$ cat config.mk
export PLATFORM = sky130hd
export DESIGN_NAME = data_memory_arbiter
export DESIGN_NICKNAME = d
export VERILOG_FILES = /design/src/rtl/data_memory_arbiter.sv
export SDC_FILE = /design/constraint.sdc
export NUM_CORES = 1
export LEC_CHECK = 0
export CORE_AREA = 8 8 84 86
export DETAILED_ROUTE_END_ITERATION = 10
export DIE_AREA = 0 0 92 94
export GPL_ROUTABILITY_DRIVEN = 0
export GPL_TIMING_DRIVEN = 0
export PLACE_DENSITY = 0.79
export SETUP_SLACK_MARGIN = 0.1
export SLEW_MARGIN = 15
export SYNTH_ARGS = -nofsm -noshare
export SYNTH_HDL_FRONTEND = slang
export SYNTH_SLANG_ARGS = --single-unit
$ cat constraint.sdc
create_clock -name clk -period 2.1 [get_ports clk]
set_input_delay 0.525 -clock clk [delete_from_list [all_inputs] [get_ports clk]]
set_output_delay 0.525 -clock clk [all_outputs]
set_load 0.005 [all_outputs]
$ cat src/rtl/data_memory_arbiter.sv
// Two-port arbiter in front of a single-ported data memory.
// Supports round-robin or port-0 priority with a port-1 starvation guard.
module data_memory_arbiter #(
    parameter int PRIO_MODE = 0,
    parameter int MAX_WAIT  = 4
) (
    input  logic        clk,
    input  logic        rst_n,
    input  logic        req0,
    input  logic        we0,
    input  logic [15:0] addr0,
    input  logic [15:0] wdata0,
    output logic        gnt0,
    output logic        rvalid0,
    output logic [15:0] rdata0,
    input  logic        req1,
    input  logic        we1,
    input  logic [15:0] addr1,
    input  logic [15:0] wdata1,
    output logic        gnt1,
    output logic        rvalid1,
    output logic [15:0] rdata1,
    output logic [15:0] mem_addr,
    output logic [15:0] mem_write_data,
    output logic        mem_write_en,
    input  logic [15:0] mem_read_data
);

    localparam logic [3:0] WMAX = 4'(MAX_WAIT);

    // last_gnt_q: 1 means port 1 was granted last, so port 0 wins next contention
    logic        last_gnt_q, last_gnt_d;
    logic [3:0]  wait_cnt_q, wait_cnt_d;
    logic        rvalid0_q, rvalid0_d;
    logic        rvalid1_q, rvalid1_d;
    logic [15:0] rdata0_q, rdata0_d;
    logic [15:0] rdata1_q, rdata1_d;

    always_ff @(posedge clk or negedge rst_n) begin
        if (!rst_n) begin
            last_gnt_q <= 1'b1;
            wait_cnt_q <= 4'd0;
            rvalid0_q  <= 1'b0;
            rvalid1_q  <= 1'b0;
            rdata0_q   <= 16'd0;
            rdata1_q   <= 16'd0;
        end else begin
            last_gnt_q <= last_gnt_d;
            wait_cnt_q <= wait_cnt_d;
            rvalid0_q  <= rvalid0_d;
            rvalid1_q  <= rvalid1_d;
            rdata0_q   <= rdata0_d;
            rdata1_q   <= rdata1_d;
        end
    end

    // Grants are forced low while reset is asserted so no write can slip through
    always_comb begin
        gnt0 = 1'b0;
        gnt1 = 1'b0;
        if (rst_n) begin
            unique case ({req1, req0})
                2'b01: gnt0 = 1'b1;
                2'b10: gnt1 = 1'b1;
                2'b11: begin
                    if (PRIO_MODE == 0) begin
                        gnt0 = last_gnt_q;
                        gnt1 = ~last_gnt_q;
                    end else begin
                        gnt1 = (wait_cnt_q == WMAX);
                        gnt0 = ~gnt1;
                    end
                end
                default: ;
            endcase
        end
    end

    always_comb begin
        last_gnt_d = last_gnt_q;
        if (gnt0) last_gnt_d = 1'b0;
        if (gnt1) last_gnt_d = 1'b1;

        wait_cnt_d = 4'd0;
        if (req1 && !gnt1) begin
            wait_cnt_d = (wait_cnt_q >= WMAX) ? WMAX : wait_cnt_q + 4'd1;
        end

        rvalid0_d = gnt0 & ~we0;
        rvalid1_d = gnt1 & ~we1;
        rdata0_d  = rvalid0_d ? mem_read_data : rdata0_q;
        rdata1_d  = rvalid1_d ? mem_read_data : rdata1_q;
    end

    always_comb begin
        mem_addr       = gnt1 ? addr1 : addr0;
        mem_write_data = gnt1 ? wdata1 : wdata0;
        mem_write_en   = (gnt0 & we0) | (gnt1 & we1);
    end

    assign rvalid0 = rvalid0_q;
    assign rvalid1 = rvalid1_q;
    assign rdata0  = rdata0_q;
    assign rdata1  = rdata1_q;

endmodule

== Word-level counts from Yosys, hierarchy flattened ==
Index checks and enable logic that the tools add are counted.

* Output and inout port bits: 69
* Flip-flop bits (word level): 35
* Word-level logic and storage cells: 25
* Input port bits: 86

* Bitwise gates (word level): 8
* Equality and inequality tests: 3
* Reduce and logical (&&, ||, !) cells: 1
* Mux-type cells: 8

{| class="wikitable"
|+ Operator list
! operator !! number
|-
| two-way mux 16 bit || 2
|-
| AND 1 bit || 4
|-
| == test 2 bit, second input constant || 2
|-
| two-way mux 1 bit || 4
|-
| one-hot mux 1 bit (2 select lines) || 2
|-
| inverter 1 bit || 3
|-
| == test 2 x 1 -> 1 bit, second input constant || 1
|-
| nonzero test 2 bit || 1
|-
| bitwise OR 1 bit || 1
|}

== Logic depth before layout (Yosys ltp) ==
* Depth after elaboration: 5
* Depth in mapped cells: 5
* Gate-level depth less buffers: 4

== Least setup slack after synthesis ==
OpenSTA, ideal clock, no wires.

* Kind: register -> output
* Start point: reg last_gnt_q
* End point: out mem_addr[10]
* Buffers on the path: 1
* Path slack: 0.238 ns
* Cell stages (with the launch flop): 5
* Data required time: 1.575 ns
* Data arrival time: 1.337 ns
* Path through: dfstp_2 > nand2_1 > nand3_1 > buf_2 > mux2_2

* Cells in the longest elaborated chain, start to end: 4

{| class="wikitable"
|+ RTL lines
! item !! line !! RTL
|-
| start, declared || 32 || <nowiki>logic last_gnt_q, last_gnt_d;</nowiki>
|-
| start signal, assigned || 48 || <nowiki>last_gnt_q <= last_gnt_d;</nowiki>
|-
| inverter 1 bit || 68 || <nowiki>gnt1 = ~last_gnt_q;</nowiki>
|-
| one-hot mux 1 bit (2 select lines) || 62 || <nowiki>unique case ({req1, req0})</nowiki>
|-
| two-way mux 1 bit || 61 || <nowiki>if (rst_n) begin</nowiki>
|-
| two-way mux 16 bit || 96 || <nowiki>mem_addr = gnt1 ? addr1 : addr0;</nowiki>
|-
| end, declared || 23 || <nowiki>output logic [15:0] mem_addr,</nowiki>
|}

No other way between the ends.

== Worst setup path in the final report ==
* Start point: reg last_gnt_q
* End point: out mem_addr[1]

Same word-level chain as after synthesis.

==> qor.tcl <==
set qor(net_switching_fraction_of_the_power) 0.2448
set qor(floorplan.initialDensity) 0.2999
set qor(power.switching_mw) 0.6086
set qor(layout.cells.most_common_list) {clkdlybuf4s50_1 (116), buf_6 (57), dfrtp_1 (34)}
set qor(dr.pass1.iters) 3
set qor(fp.dieArea_um2) 8648
set qor(nNetsFinal) 399
set qor(postLayoutSetupSlackWorst_ns) -0.1936
set qor(critical-path-max-stage-delay_ns) 0.56
set qor(buffer_ports.inserted) 154
set qor(grt_setup_unrepaired) {yes}
set qor(grt_max_degree) 19
set qor(vdd_ir_drop_max_mv) 0.3236
set qor(dp_hpwl_mm) 5.170
set qor(run_status) {finished with violations}
set qor(yosys-mux-area-fraction) 0.4183
set qor(register_area_um2) 877.1
set qor(finalInstanceArea_um2) 4095
set qor(post_synth.cell_area_avg_um2) 14.85
set qor(floorplan.die.height_um) 94
set qor(fin_tns_setup_ns) -4.881
set qor(leakagePower_nw) 1.873
set qor(critical-path-slowest-cell) {dfstp_2}
set qor(grt_remaining_overflow) 0
set qor(yosysWarningCount) 0
set qor(slew_headroom) 0.6663
set qor(cts_buffer_depth) 2
set qor(synth_top_family_by_area) {multiplexers}
set qor(internal_power_mw) 1.877
set qor(clock-root-buffer) {clkbuf_8}
set qor(final_min_period_over_clock_period) 1.092
set qor(netlist_instances) 116
set qor(post_synth_fa_ha_maj_area_fraction) 0
set qor(clock_power_share) 0.179
set qor(path_clk_slew_ns) 0.07
set qor(via_per_inst) 4.483
set qor(grt_first_pass_wirelength_mm) 11.05
set qor(xor_xnor_cell_area_share_of_the_yosys_netlist) 0
set qor(via_count) 1744
set qor(timing.critical_path.to_type) {primary output}
set qor(multiInputGateArea_um2) 944.7
set qor(synthesis.nets) 202
set qor(tritoncts_num_sinks) 35
set qor(arrival_ns) 1.77
set qor(maxCapViolations) 0
set qor(placeableCoreArea_um2) 5746
set qor(critPathMostFrequentCell) {buf_6}
set qor(synth_top_cell_by_area) {dfrtp_1}
set qor(finalHoldViolations) 0
set qor(holdCritPathClass) {in2async}
set qor(average_wire_per_cell_in_the_routed_design_um) 18.46
set qor(utilization) 0.7128
set qor(detail-route-antenna-nets) 0
set qor(crit_path_cell_trace) {nand2_4 -> nand3_4 -> buf_12 -> buf_8 -> buf_6 -> mux2_4 -> buf_6}
set qor(syn-cell-area_um2) 1723
set qor(ioPinCount) 155
set qor(grt_pass1_vias) 2026
set qor(yosys.cell_types.count) 15
set qor(p_seq_frac) 0.370
set qor(placementRows) 28
set qor(final-max-slew-violation-count) 0
set qor(route.detailed.drc) 0
set qor(m1WireLength_mm) 2.482
set qor(detail_route.wirelength_mm) 7.179
set qor(floorplan.die.width_um) 92
set qor(worst_pin_slew_ns) 0.5000
set qor(highest-signal-layer) {met4}
set qor(critical_path.startpoint_type) {flop}
set qor(dp_slack_ns) -0.8923
set qor(clock-skew-final_ns) 0.002206
set qor(synth_compound_gate_area_share) 0.02251
set qor(final_common_cell) {clkdlybuf4s50_1}
set qor(area_delta_synth_final_pct) 137.7
set qor(cp_data_required_time_ns) 1.57
set qor(route.met2.wl_mm) 3.837
set qor(power-per-cell-area_nw_per_um2) 607.1
set qor(crit_path_max_fanout) 5
set qor(filler_cell_count) 397
set qor(synth_top_cells_by_area) {dfrtp_1 (49%), mux2_2 (36%), mux2_1 (5.9%)}
set qor(post_cts_hold_buffer_count) 0
set qor(synth.top_cell.area_share) 0.4938
set qor(post_synth_and_or_nand_nor_area_fraction) 0.02397
set qor(worstSetupPathType) {reg2out}
set qor(clock_latency_reported_for_the_late_side_of_the_worst_skew_pair_ns) 0.27
set qor(met3WireLength_um) 754
set qor(comb_power_share) 0.452
set qor(cts-buffers-inserted) 5
set qor(clock.fmax_mhz) 436.0
set qor(initial_antenna_violation_count) 0
set qor(finalHoldWorstSlack_ns) 0.2107
set qor(ys_ff_latch) 35
set qor(post_route_cells_drive_above_1_share) 0.4713
set qor(detailedRoute.firstIterationViolations) 21
set qor(period_minus_slack_ns) 2.294
set qor(failed_checks) {setup timing}
set qor(tot_gr_track_use) 0.1607
set qor(htreeDepth) 2
set qor(cts_tree) {yes}
set qor(synth_seq_area_share) 0.5091
set qor(detailed_place.area_um2) 3381
set qor(setup_viol) 33
set qor(antennaDiodeCount) 0
## critical path, delay by kind of cell (launching register included)
kind	cells	cell delay (ns)
simple gates	2	0.20
mux	1	0.30
flops	1	0.56
buf+inv	4	0.45
## worst paths after layout
| path | startpoint | end | slack [ns] | cells after the start |
|---|---|---|---|---|
| setup / recovery | last_gnt_q | mem_addr[1] | -0.19 | 7 |
| hold / removal | rst_n | rdata0[6] | 0.21 | 2 |
| setup reg to reg | last_gnt_q | rdata1[8] | 0.31 | 6 |
| hold reg to reg | rdata1[11] | rdata1[11] | 0.48 | 1 |
| max in group asynchronous | rst_n | rdata0[7] | 1.41 | 3 |
| min in group clk | rdata1[11] | rdata1[11] | 0.48 | 1 |
## Yosys cell counts, drive strengths merged
cell type and instances:
mux2 64, dfrtp 34, buf 5, nand2 4, inv 2, a211oi 1, a21oi 1, a22o 1
dfstp 1, nand3 1, nor3b 1, o21ai 1
## area by class of cell
type,count,area share
timing repair buffer,190,0.4934
multi-input combinational,74,0.2307
sequential,35,0.2142
tap,75,0.02291
clock buffer,7,0.01864
buffer,5,0.01650
inverter,2,0.002444
clock inverter,1,0.001222
## registers in the layout, indices dropped and copies added (netlist names)
| register | flops |
|---|---|
| last_gnt_q | 1 |
| rdata0 | 16 |
| rdata1 | 16 |
| rvalid1 | 1 |
| rvalid0 | 1 |
## what timing repair did
action | 4_1_cts | 5_1_grt
pin swaps | 3 | 3
endpoints found under the setup margin | 60 | 44
buffers inserted | 26 | 7
cloned | 3 | 0
resized for setup | 235 | 21
## per-stage QoR
stage	std cells	power [mW]
final	389	2.486
after global routing	389	2.645
after CTS	383	2.487
after detailed placement	346	1.863
after global placement	345	1.836
after floorplan	116	1.188
## power by group through the flow
stage	logic (mW)	registers, mW	clock network (mW)
6_report	1.12	0.919	0.444
3_5_place_dp	0.930	0.933	0
5_1_grt	1.20	0.944	0.503
3_3_place_gp	0.913	0.924	0
4_1_cts	1.10	0.920	0.471
2_1_floorplan	0.248	0.940	0
## metal layers
metal  global-route usage  vias to the layer above
li1                     -                      814
met3              0.07914                        8
met4              0.04698                        0
met5                    0                        -
met1               0.1613                      827
met2               0.2872                       95
## logic make-up after synthesis
family | count (synthesis)
buf+inv | 7
compound gates | 4
flops | 35
mux | 64
simple gates | 6
(Power assumes the default switching activity.)
